### src/rtl/uart_bus_bridge.sv
// Purpose: parse UART command frames into single femto-bus transactions and queue the reply bytes.
// Latency: last frame byte -> req next cycle; resp/fault -> status byte next cycle; read bytes follow back-to-back.
// Backpressure: tx_full stalls the reply on the current byte; rx bytes outside IDLE/ADDR/WDATA are dropped.

`ifndef BUS_WIDTH
`define BUS_WIDTH 32
`endif
`ifndef BUS_ACC_WIDTH
`define BUS_ACC_WIDTH 2
`endif
`ifndef BUS_ACC_1B
`define BUS_ACC_1B 2'd0
`endif
`ifndef BUS_ACC_2B
`define BUS_ACC_2B 2'd1
`endif
`ifndef BUS_ACC_4B
`define BUS_ACC_4B 2'd2
`endif

module uart_bus_bridge #(
  parameter int AW            = 32,
  parameter int BUS_TIMEOUT   = 1023,
  parameter int FRAME_TIMEOUT = 65535
) (
  input  logic                      clk,
  input  logic                      rstn,
  input  logic                      rx_valid,
  input  logic [7:0]                rx_data,
  input  logic                      tx_full,
  output logic                      tx_req,
  output logic [7:0]                tx_data,
  output logic [AW-1:0]             addr,
  output logic                      w_rb,
  output logic [`BUS_ACC_WIDTH-1:0] acc,
  output logic [`BUS_WIDTH-1:0]     wdata,
  output logic                      req,
  input  logic [`BUS_WIDTH-1:0]     rdata,
  input  logic                      resp,
  input  logic                      fault,
  output logic                      busy
);

  typedef enum logic [2:0] {
    S_IDLE, S_ADDR, S_WDATA, S_REQ, S_WAIT, S_REPLY
  } state_t;

  localparam logic [7:0]  ST_OK      = 8'h00;
  localparam logic [7:0]  ST_FAULT   = 8'hFF;
  localparam logic [7:0]  ST_TIMEOUT = 8'hFD;
  localparam logic [7:0]  ST_BADCMD  = 8'hEE;
  localparam logic [15:0] BUS_LIMIT  = 16'(BUS_TIMEOUT);
  localparam logic [15:0] FRAME_LAST = 16'(FRAME_TIMEOUT - 1);

  state_t                    state, state_nxt;
  logic [1:0]                cnt;        // byte index inside the address or data field
  logic [15:0]               frame_cnt;  // idle cycles since the last accepted frame byte
  logic [15:0]               wait_cnt;   // cycles spent waiting for resp
  logic [7:0]                status;
  logic [2:0]                tx_idx;     // reply byte being offered (0 = status)
  logic [2:0]                tx_last;    // index of the final reply byte
  logic [31:0]               addr_q;
  logic [31:0]               wdata_q;
  logic [31:0]               rdata_q;
  logic                      w_rb_q;
  logic [`BUS_ACC_WIDTH-1:0] acc_q;
  logic [1:0]                n_last;     // data byte count minus one for the latched size
  logic                      cmd_ok;
  logic                      frame_expire;
  logic                      bus_expire;
  logic [7:0]                tx_byte;

  assign addr  = addr_q[AW-1:0];
  assign wdata = wdata_q;
  assign w_rb  = w_rb_q;
  assign acc   = acc_q;

  assign cmd_ok       = (rx_data[6:2] == 5'd0) && (rx_data[1:0] != 2'd3);
  assign frame_expire = (frame_cnt == FRAME_LAST);
  assign bus_expire   = (wait_cnt == BUS_LIMIT);

  // Map the latched access size to the number of data bytes it carries.
  always_comb begin
    n_last = 2'd3;
    if (acc_q == `BUS_ACC_1B)      n_last = 2'd0;
    else if (acc_q == `BUS_ACC_2B) n_last = 2'd1;
  end

  // Select the reply byte: status first, then read data LSB first.
  always_comb begin
    tx_byte = status;
    case (tx_idx)
      3'd1:    tx_byte = rdata_q[7:0];
      3'd2:    tx_byte = rdata_q[15:8];
      3'd3:    tx_byte = rdata_q[23:16];
      3'd4:    tx_byte = rdata_q[31:24];
      default: tx_byte = status;
    endcase
  end

  // State register; async reset also withdraws any req in flight.
  always_ff @(posedge clk or negedge rstn) begin
    if (!rstn) state <= S_IDLE;
    else       state <= state_nxt;
  end

  // Next-state and strobe outputs.
  always_comb begin
    state_nxt = state;
    req       = 1'b0;
    tx_req    = 1'b0;
    tx_data   = 8'h00;
    busy      = (state != S_IDLE);
    case (state)
      S_IDLE: begin
        if (rx_valid) state_nxt = cmd_ok ? S_ADDR : S_REPLY;
      end
      S_ADDR: begin
        if (rx_valid) begin
          if (cnt == 2'd3) state_nxt = w_rb_q ? S_WDATA : S_REQ;
        end else if (frame_expire) begin
          state_nxt = S_IDLE;
        end
      end
      S_WDATA: begin
        if (rx_valid) begin
          if (cnt == n_last) state_nxt = S_REQ;
        end else if (frame_expire) begin
          state_nxt = S_IDLE;
        end
      end
      S_REQ: begin
        req       = 1'b1;
        state_nxt = fault ? S_REPLY : S_WAIT;
      end
      S_WAIT: begin
        if (resp || bus_expire) state_nxt = S_REPLY;
      end
      S_REPLY: begin
        if (!tx_full) begin
          tx_req  = 1'b1;
          tx_data = tx_byte;
          if (tx_idx == tx_last) state_nxt = S_IDLE;
        end
      end
      default: state_nxt = S_IDLE;
    endcase
  end

  // Frame assembly, bus outcome capture and reply sequencing.
  always_ff @(posedge clk or negedge rstn) begin
    if (!rstn) begin
      cnt       <= 2'd0;
      frame_cnt <= 16'd0;
      wait_cnt  <= 16'd0;
      status    <= 8'h00;
      tx_idx    <= 3'd0;
      tx_last   <= 3'd0;
      addr_q    <= 32'd0;
      wdata_q   <= 32'd0;
      rdata_q   <= 32'd0;
      w_rb_q    <= 1'b0;
      acc_q     <= '0;
    end else begin
      case (state)
        S_IDLE: begin
          if (rx_valid) begin
            cnt       <= 2'd0;
            frame_cnt <= 16'd0;
            tx_idx    <= 3'd0;
            if (cmd_ok) begin
              w_rb_q  <= rx_data[7];
              addr_q  <= 32'd0;
              wdata_q <= 32'd0;  // unused upper bytes of short writes stay zero
              case (rx_data[1:0])
                2'd0:    acc_q <= `BUS_ACC_1B;
                2'd1:    acc_q <= `BUS_ACC_2B;
                default: acc_q <= `BUS_ACC_4B;
              endcase
            end else begin
              status  <= ST_BADCMD;
              tx_last <= 3'd0;
            end
          end
        end
        S_ADDR: begin
          if (rx_valid) begin
            addr_q[{cnt, 3'b000} +: 8] <= rx_data;
            cnt       <= cnt + 2'd1;  // wraps to 0 ready for the data field
            frame_cnt <= 16'd0;
          end else begin
            frame_cnt <= frame_cnt + 16'd1;
          end
        end
        S_WDATA: begin
          if (rx_valid) begin
            wdata_q[{cnt, 3'b000} +: 8] <= rx_data;
            cnt       <= cnt + 2'd1;
            frame_cnt <= 16'd0;
          end else begin
            frame_cnt <= frame_cnt + 16'd1;
          end
        end
        S_REQ: begin
          wait_cnt <= 16'd0;
          tx_idx   <= 3'd0;
          if (fault) begin
            status  <= ST_FAULT;
            tx_last <= 3'd0;
          end
        end
        S_WAIT: begin
          tx_idx <= 3'd0;
          if (resp) begin
            status  <= ST_OK;
            rdata_q <= rdata;
            tx_last <= w_rb_q ? 3'd0 : ({1'b0, n_last} + 3'd1);
          end else if (bus_expire) begin
            status  <= ST_TIMEOUT;
            tx_last <= 3'd0;
          end else begin
            wait_cnt <= wait_cnt + 16'd1;
          end
        end
        S_REPLY: begin
          if (!tx_full) tx_idx <= (tx_idx == tx_last) ? 3'd0 : tx_idx + 3'd1;
        end
        default: ;
      endcase
    end
  end

endmodule

### config.mk
export PLATFORM = sky130hd
export DESIGN_NAME = uart_bus_bridge
export DESIGN_NICKNAME = d
export VERILOG_FILES = /design/src/rtl/uart_bus_bridge.sv
export SDC_FILE = /design/constraint.sdc
export NUM_CORES = 1
export LEC_CHECK = 0
export ABC_AREA = 0
export BUFFER_PORTS_ARGS = -buffer_cell sky130_fd_sc_hd__clkbuf_2
export CAP_MARGIN = 30
export CORE_ASPECT_RATIO = 1.1
export CORE_UTILIZATION = 40
export DETAILED_ROUTE_END_ITERATION = 8
export GPL_ROUTABILITY_DRIVEN = 0
export MAX_ROUTING_LAYER = met4
export PLACE_DENSITY = 0.61
export SETUP_SLACK_MARGIN = 0.05
export SYNTH_ARGS = -nofsm -noshare
export SYNTH_HDL_FRONTEND = slang
export SYNTH_SLANG_ARGS = --single-unit
### constraint.sdc
create_clock -name clk -period 2.6 [get_ports clk]
set_input_delay 0.52 -clock clk [delete_from_list [all_inputs] [get_ports clk]]
set_output_delay 0.52 -clock clk [all_outputs]
set_load 0.05 [all_outputs]
Word-level counts from Yosys, hierarchy flattened. Cells that the tools add are included.

Multiplexer cells: 56. Eq/ne operators: 32. Reductions and logical operators: 25. $add $sub $neg: 6. Shift operators: 2.

Operators with widths (number): $mux W32 (4); $pmux W32 S2 (2); $bwmux W32 (2); $mux W16 (4); $pmux W16 S2 (2); $mux W3 (19); $mux W8 (7); $add A16 B1 Y16 const B (2); $pmux W8 S4 (1); $shift A8 B7 Y32 const A (1); $shiftx A8 B7 Y32 (1); $ne A2 B2 Y1 const B (12); $pmux W8 S3 (1); $pmux W3 S3 (2); $pmux W3 S6 (1); $eq A16 B10 Y1 const B (1); $eq A16 B16 Y1 const B (1); $eq A3 B2 Y1 const B (4); $reduce_and A3 Y1 (4); $eq A3 B3 Y1 const B (3); $ne A3 B3 Y1 const B (3); $reduce_bool A3 Y1 (3); $mux W2 (4); $pmux W2 S2 (2); 22 further kinds (35).

Output and inout port bits: 78. Flip-flop bits (word level): 150. Input port bits: 46. Word-level logic and storage cells: 133.

Longest topological paths before layout. Gate-level depths: netlist of the first run.

Depth after elaboration: 7. Depth in mapped cells: 9. Gate-level depth less buffers: 7.

Worst setup path after synthesis of the first run. Ideal clock, no wire load.

Path kind: reg-to-output. From: register state[1]. To: output port tx_data[2]. Path buffers: 2. Data required time: 2.080 ns. Cell stages (with the launch flop): 7. Setup slack: -0.690 ns. Arrival: 2.770 ns. Cells stage by stage: dfrtp_1 buf_6 buf_2 nand3b_1 nor2_1 o21ai_0 a21oi_1.

Longest elaborated chain between the ends: 2.

RTL lines: start, declared (line 55) `state_t state, state_nxt;`; start signal, assigned (line 104) `else state <= state_nxt;`; $eq A3 B3 Y1 (line 114) `case (state)`; $mux W8 (line 114); end, declared (line 32) `output logic [7:0] tx_data,`.

No other way between the ends.

Final worst setup path of the first run.
From: register tx_idx[0]. To: output port tx_data[4].

Longest elaborated chain between the ends: 4. Elaborated cells on any way between the ends: 7. Classes of those cells: 4 x eq/ne; 3 x mux.

RTL lines: start, declared (line 60) `logic [2:0] tx_idx;`; start signal, assigned (line 226) `if (!tx_full) tx_idx <= (tx_idx == tx_last) ? 3'd0 : tx_idx + 3'd1;`; $eq A3 B3 Y1, or another cell as far along (line 92) `case (tx_idx)`; $pmux W8 S4 (*) (line 92); $mux W8 (*) (line 140) `if (!tx_full) begin`; $mux W8 (*) (line 114).

Mark *: on every way between the ends. The rest lies on a longest branch, timed or not.

==> summary by stage, run 1 <==
Power
The leakage component of the power is 0.00407 uW. In this run the power density over the cells is 1240 nW/um2. The overall power consumption is 11400 uW. The worst-case IR drop observed on VDD is 0.831 mV.

Setup path
The kind of cell with the highest combined delay along the critical path is flip-flops. The highest cell delay on the worst timing path is 0.45 ns. Of all nets on the critical path, the largest fanout is 5.

The setup slack on the worst flop-to-flop path is around 0.42 ns. The sum of buffers and inverters on the critical path is 2. In this run the worst setup path terminates at tx_data[4].

The data arrival time of the critical path is 2.00 ns. The type of origin of the critical path is a flip-flop. Counting cells, the worst reg-to-reg path comes to 4.

The critical path class is reg2out. Counting buffers and inverters, the worst setup path is 7 cells deep. The worst setup path is captured at a primary output. The highest-delay cell along the critical path is dfrtp_2. The critical path goes through ha_2 > nor3_2 > o21ai_2 > buf_4 > o21ai_4 > a21oi_4 > clkbuf_8. Data on the critical path is required at its endpoint by 2.08 ns.

In this run the worst setup path begins at tx_idx[0]$_DFFE_PN0P_. The worst register-to-register path ends at status[4]$_DFFE_PN0P_. The critical register-to-register path startpoint is state[0]$_DFFE_PN0P_.

Yosys
Of all cell types, the one taking the most synthesized area is dfrtp_1. The share of the yosys chip area belonging to registers is a little under 50%. The number of nets in the synthesized netlist is 814. The count of warnings emitted by yosys is 0. The netlist area before placement is 7320 um2. The flip-flop and latch count after synthesis is 145. The commonest cells after synthesis are dfrtp_1, nand3_1, o21ai_0.

The synthesized design contains 0 enable-type register cells. Sorting the synthesized cells by area gives the leading types as dfrtp_1, nand3_1, o21ai_0. The dominant cell by count in the synthesized netlist is dfrtp_1. In the synthesized netlist, the number of instances is around 760. The average size of a mapped cell is a little under 10 um2. The most common flop cell mapped by yosys is dfrtp_1. The share of synthesized flip-flops with an asynchronous set or reset is 100%. The number of unique standard cell types used by synthesis is 64. The fraction of post-synthesis cell area in the top cell type by area is about 50%.

STA
The final count of hold timing violations is 0. The final number of max-transition violations is 0. The smallest setup slack after layout is 0.0777 ns. On the final layout, the worst hold slack is 0.0298 ns. Setup violations remaining at the end of the flow were counted as 0. Setup repair after global routing could not meet its margin everywhere. Timing would allow up to 0.396 GHz. The worst slew slack as a fraction of its limit is 59.0%. For the final database, setup skew stands at 0.00818 ns. At the pin with the least slew margin, the transition time is 0.612 ns. The post-route fraction of the period consumed by the critical path is roughly 97%. Counting I/O delays and the setup requirement, the final critical path takes 2.52 ns. The aggregate negative setup slack is 0 ns.

Clock tree
Clock-pin slew was measured on the worst setup and hold paths at 0.06 ns. For the worst-skew pair, the clock arrives at the later sink with an insertion delay of 0.42 ns. TritonCTS built the clock tree. The CTS sink count is 145. The cell chosen for the clock root is clkbuf_16. Counting the buffers created by CTS gives 17. The clock tree synthesis step divided the H-tree into 4 levels. The maximum buffer depth of the clock tree is 2.

Layout
The fraction of final layout cells sized beyond drive strength 1 is 32.5%. The net count of the finished layout is 950. 0 antenna diodes ended up in the layout. The relative area change from synthesis to final layout is 26.0%.

Drt
The number of routed nets with antenna violations is 0. The routed wire length is 18.1 mm. The total iterations of the first detailed-routing run is 5.

The average wire per cell in the routed design is 15.8 um. After the first detailed-routing iteration, the DRC count stood at 314. Using the TritonRoute via totals, the vias-per-cell ratio works out to just over 5. The count of vias placed by the detailed router is 5884. After detailed routing, the number of remaining DRC violations is 0.

GRT
The first-pass GRT wire length is 29.6 mm. Entering global routing, the biggest net connects 49 pins. The total congestion overflow is 0. The via count of the first global-routing pass is 5875. The number of antenna violations at the first check in global routing came to 0.

The overall global routing resource usage is between 20% and 30%.

Floorplan
The I/O pin count is 124. The die covers about 19000 um2. The height of the chip is 144 um. The floorplan step defined a core boundary enclosing roughly 18000 um2.

The die boundary width is roughly 130 um. The initial core utilization is 41.1%. The floorplan has 51 rows.

Flow run
Max-cap violations in this run came to 0.

Min path
The class of the worst hold path is in2async.

Place
The number of buffers added on ports is between 100 and 150. The HPWL reported at the end of detailed placement is 12.6 mm. The pre-CTS worst setup slack is 0.207 ns.

Status
The run finished with clean final reports.
## stage by stage
stage                     instances  instance area, um2  utilization (%)
after detailed placement       1107                8420             47.3
after CTS                      1141                9150             51.4
final                          1143                9230             51.8
after global routing           1143                9230             51.8
after global placement         1107                8420             47.3
after floorplan                 756                7430                -
## where the power goes
| part | internal, uW | total, uW | switching (uW) |
|---|---|---|---|
| Sequential | 3150 | 3840 | 688 |
| Combinational | 1660 | 5230 | 3560 |
| Clock | 1340 | 2380 | 1040 |
## layout by cell type, fill, tap and decap left out, drive strengths merged, types with 9 or more instances in the layout
cell type,instances
xnor2,13
a21oi,32
nand3,90
nand2,31
ha,12
nand2b,9
inv,88
a22oi,12
mux2,36
o21ai,90
dfrtp,145
nor3,10
nor4,10
xor2,11
nor2,45
buf,48
clkbuf,132
## sequential cells by signal, summed over array words and instances, names as in the netlist
name and flops:
status 3, tx_idx 3, tx_last 3, rdata_q 32
state 3, w_rb 1, addr 32, frame_cnt 16
wait_cnt 16, acc 2, wdata 32, cnt 2
## repair_timing
action                     CTS  global route
pin swaps                    0             4
resized for setup           44            20
hold buffers                 0             0
setup endpoints to repair    9             9
buffers inserted             2             2
cloned                       0             0
## kinds of logic (layout without fill, tap and decap cells)
family | Yosys count | in the layout | share of synthesized area [%]
AND/OR/NAND/NOR | 238 | 238 | 17.6
AO/OA/AOI/OAI | 170 | 170 | 14.5
flip-flops | 145 | 145 | 49.6
buffers and inverters | 128 | 277 | 7.38
multiplexers | 39 | 39 | 5.95
XOR/XNOR | 24 | 24 | 2.87
adder cells (fa/ha/maj) | 12 | 12 | 2.05
## worst min path at each step
stage	startpoint	to	slack (ns)
after floorplan	rstn	acc[0]$_DFFE_PN0P_	0.22
after global placement	rstn	rdata_q[14]$_DFFE_PN0P_	0.48
after detailed placement	rstn	rdata_q[14]$_DFFE_PN0P_	0.48
after CTS	rstn	rdata_q[14]$_DFFE_PN0P_	0.02
after global routing	rstn	rdata_q[14]$_DFFE_PN0P_	0.05
final	rstn	rdata_q[14]$_DFFE_PN0P_	0.03
## cell type report
class / count / area (um2)
Clock buffer: 17 / 425
Clock inverter: 15 / 149
Fill cell: 1628 / 8580
Inverter: 82 / 312
Multi-Input combinational cell: 483 / 3370
Sequential cell: 145 / 3630
Tap cell: 238 / 298
Timing Repair Buffer: 163 / 1040
## layer usage
metal	global-route usage [%]	part of all wire [%]	up-vias
met5	-	0	-
met4	5.63	0.75	0
met3	5.21	4.7	7
met2	33.6	48	140
met1	26.9	47	2835
li1	-	-	2902
No activity file was read; power rests on OpenSTA's default activity.
==> inputs of run 2 (changes only) <==
--- a/config.mk
+++ b/config.mk
@@ -13,7 +13,6 @@
 export DETAILED_ROUTE_END_ITERATION = 8
 export GPL_ROUTABILITY_DRIVEN = 0
 export MAX_ROUTING_LAYER = met4
-export PLACE_DENSITY = 0.61
 export SETUP_SLACK_MARGIN = 0.05
 export SYNTH_ARGS = -nofsm -noshare
 export SYNTH_HDL_FRONTEND = slang
==> constraint.sdc (replaced) <==
create_clock -name clk -period 2.3 [get_ports clk]
set_input_delay 0.46 -clock clk [delete_from_list [all_inputs] [get_ports clk]]
set_output_delay 0.46 -clock clk [all_outputs]
set_load 0.05 [all_outputs]
==> run 2 against run 1 <==
  * The flow now finishes with violations (negative setup slack)
  * Clock skew up 0.0035 ns
  * Via count increased by 1.8%
  * Critical endpoint is now tx_data[1]
  * Largest cell class unchanged
  * Hold slack better by 0.23 ns
  * Highest routed layer unchanged
  * Clock-buffer cell count did not move
  * Combinational power up 17%
  * Sequential share of layout area fell by 0.83 points
==> summary by stage, run 2 (synthesis gave the netlist of run 1 again) <==
Clock tree
The deepest level of the CTS H-tree is 4 (unchanged). The clock-pin slew reported for the worst setup and hold paths after clock tree synthesis is 0.06 ns (about the same). The maximum buffer depth of the clock tree is 2 (unchanged). The clock tree from TritonCTS is built. The source-to-sink clock delay at the later pin of the worst-skew pair is 0.43 ns (about the same).

The cell chosen for the clock root is clkbuf_16. The number of CTS-inserted buffers came to 17 (unchanged). The CTS sink count is 145 (unchanged).

GRT
The met1 track demand over resource was 27.4% (+0.50 points). The overall global routing resource usage was 21.7% (+0.48 points). The met2 layer usage reported by global route was 34.1% (+0.45 points). The global routing stage identified its most utilized layer as met2. The via count of the first global-routing pass is 5947 (+1.2%). The largest net degree at the start of global routing is 62 (+27%). The total congestion overflow came to 0 (unchanged). The number of antenna violations at the first check in global routing was 0 (unchanged). The first-pass GRT wire length was 30.4 mm (+2.8%). The met3 capacity usage during global routing is 4.95% (-0.26 points).

Setup path
The slowest stage of the critical path is the dfrtp_2 cell. The highest cell delay on the worst timing path is 0.45 ns (about the same). STA classifies the critical path endpoint as a primary output.

The worst setup path is launched from a flip-flop. The terminus of the critical flop-to-flop path is acc[1]$_DFFE_PN0P_. The maximum fanout along the worst path is 8 (+3).

The worst register-to-register path begins at state[1]$_DFFE_PN0P_. The data arrival time of the critical path is 2.01 ns (about the same). The critical path goes through inv_2 > ha_4 > buf_6 > a22oi_1 > o211ai_1 > o21ai_2 > nor3_4 > buf_12. The data required time of the worst path came to 1.84 ns (-0.24 ns). The setup slack on the worst flop-to-flop path is 0.11 ns (-0.31 ns). The critical path class is reg2out. The depth of the most critical reg-to-reg path is 6 (+2).

Power
The internal cell power came to 7230 uW (+18%). The relative contribution of sequential cells to total power is 32.9% (-0.6 points). The cell area power density is 1410 nW/um2 (+14%).

The largest voltage drop on the vdd net was 0.876 mV (+5.4%). The power dissipated by switching net loads came to 6050 uW (+14%). The overall power consumption was 13300 uW (+16%). The leakage component of the power is 0.00421 uW (+3.4%).

The switching part of the total is 45.6% (-0.68 points). The clock network fraction of total power is 21.1% (+0.3 points). The combinational share of power is 46.0% (+0.3 points).

Status
The flow ran to the end, but the final reports show violations. The checks that failed: negative setup slack.

Drt
The number of DRC violations after detailed routing was 0 (unchanged). The number of design-rule violations left by the first detailed-router iteration is 295 (-6.1%). The count of vias placed by the detailed router is 5988 (+1.8%). The average wire per cell in the routed design is 15.9 um (+0.61%). The via-per-instance ratio is 5.17 (+0.36%). The number of routed nets with antenna violations was 0 (unchanged). The routed wire length is 18.5 mm (+2.0%). The total iterations of the first detailed-routing run is 5 (unchanged).

Floorplan
The total number of placement rows is 51 (unchanged). The die boundary width is 131 um (unchanged). The initial core utilization came to 41.1% (unchanged). The area enclosed by the die boundary is 18800 um2 (unchanged).

The I/O pin count is 124 (unchanged). The height of the chip is 144 um (unchanged). The core area is 17800 um2 (unchanged).

Place
The number of buffers added on ports is 123 (unchanged). The total cell area at the placement stage was 8550 um2 (+1.6%). The HPWL reported at the end of detailed placement is 13.1 mm (+3.5%).

The pre-CTS worst setup slack is 0.0573 ns (-0.150 ns).

STA
The worst slew slack as a fraction of its limit was 61.8% (+2.8 points). The post-route fraction of the period consumed by the critical path is 108%. Setup repair after global routing could not meet its margin everywhere. The final count of hold timing violations is 0 (unchanged). The smallest setup slack after layout is -0.174 ns (-0.252 ns). The aggregate negative setup slack is -1.11 ns (-1.11 ns). The worst-case clock skew is 0.0117 ns (+0.00354 ns). The final number of max-transition violations is 0 (unchanged). The final hold slack was 0.264 ns (+0.234 ns). The highest attainable clock frequency is just over 0.4 GHz. The slew at the pin with the worst max-slew slack is 0.571 ns (-0.0415 ns). The number of setup violations in the final report is 8 (+8).

The final period demand of the worst path is 2.47 ns.

Min path
The startpoint identified for the worst hold timing path is rdata[11]. The min-delay analysis places its worst path in the category in2reg. The hold path endpoint is rdata_q[11]$_DFFE_PN0P_. The number of cells on the worst hold path is 2.

Layout
The count of fill cells added during filler insertion is 1585 (-2.6%). The antenna cell count was 0 (unchanged). The fraction of final layout cells sized beyond drive strength 1 came to 32.7% (+0.20 points). The final design area excluding fillers was 9420 um2 (+2.1%). The net count of the finished layout is 966 (+1.7%).

Leaving out fill and tap cells, the most frequent cells in the layout are dfrtp_1, clkbuf_2, nand3_1, inv_1, o21ai_0. Relative to the synthesized area, the layout overhead comes to 28.7%. The area of the multi-input gates came to 3340 um2 (-0.89%). The most common library cell in the layout ignoring fill and taps is dfrtp_1. The sequential cell area came to 3630 um2 (unchanged).

Flow run
The number of violations of the max-capacitance limit is 0 (unchanged).
run 2: changes by cell type in the layout (fill, tap and decap cells not counted), moves of 3 or more:
cell	previous run	this run
a22oi_1	7	12
clkinvlp_4	6	1
buf_8	4	7
a22oi_2	5	0
buf_12	3	9
buf_4	36	45
run 2: what timing repair did:
action / in CTS / in global routing
gates cloned: 0 / 0
endpoints found under the setup margin: 9 / 9
buffers inserted: 6 / 4
hold endpoints to repair: 37 / 0
pin swaps: 3 / 4
hold buffers: 1 / 0
resized for setup: 35 / 21
run 2: layer usage:
layer	routed length (um)	part of all wire, %	up-vias
met5	0	0	-
met4	301	1.6	0
met3	964	5.2	21
met2	8750	47	168
met1	8450	46	2863
li1	-	-	2936
run 2: worst max-delay path: cells and delay by family (launching register included):
| family | cells | cell delay [ns] |
|---|---|---|
| flip-flops | 1 | 0.45 |
| AO/OA/AOI/OAI | 3 | 0.42 |
| buffers and inverters | 3 | 0.37 |
| AND/OR/NAND/NOR | 1 | 0.22 |
| adder cells (fa/ha/maj) | 1 | 0.14 |
run 2: layout make-up:
class | instances | share of cell area, %
Clock buffer | 17 | 4.51
Clock inverter | 15 | 1.78
Inverter | 82 | 3.29
Multi-Input combinational cell | 483 | 35.4
Sequential cell | 145 | 38.5
Tap cell | 238 | 3.16
Timing Repair Buffer | 179 | 13.3
run 2: power groups by stage:
stage	sequential [uW]	clock, uW	combinational, uW
floorplan	5910	0	2700
global placement	4380	0	5750
detailed placement	4380	0	5820
CTS	4360	2870	6030
global route	4490	2990	6570
finish	4370	2810	6110
run 2: how the worst max path moves through the flow:
stage	slack, ns	to	start
floorplan	-0.07	tx_data[1]	tx_idx[1]$_DFFE_PN0P_
global placement	0.10	tx_data[3]	tx_idx[0]$_DFFE_PN0P_
detailed placement	0.06	tx_data[1]	tx_idx[0]$_DFFE_PN0P_
CTS	-0.16	tx_data[4]	tx_idx[0]$_DFFE_PN0P_
global route	-0.28	tx_data[1]	tx_idx[0]$_DFFE_PN0P_
finish	-0.17	tx_data[1]	tx_idx[0]$_DFFE_PN0P_
run 2: metrics by stage:
step                std cells  utilization [%]
finish                   1159             52.9
global route             1159             52.9
CTS                      1155             52.4
detailed placement       1116             48.0
global placement         1116             48.0
floorplan                 756                -
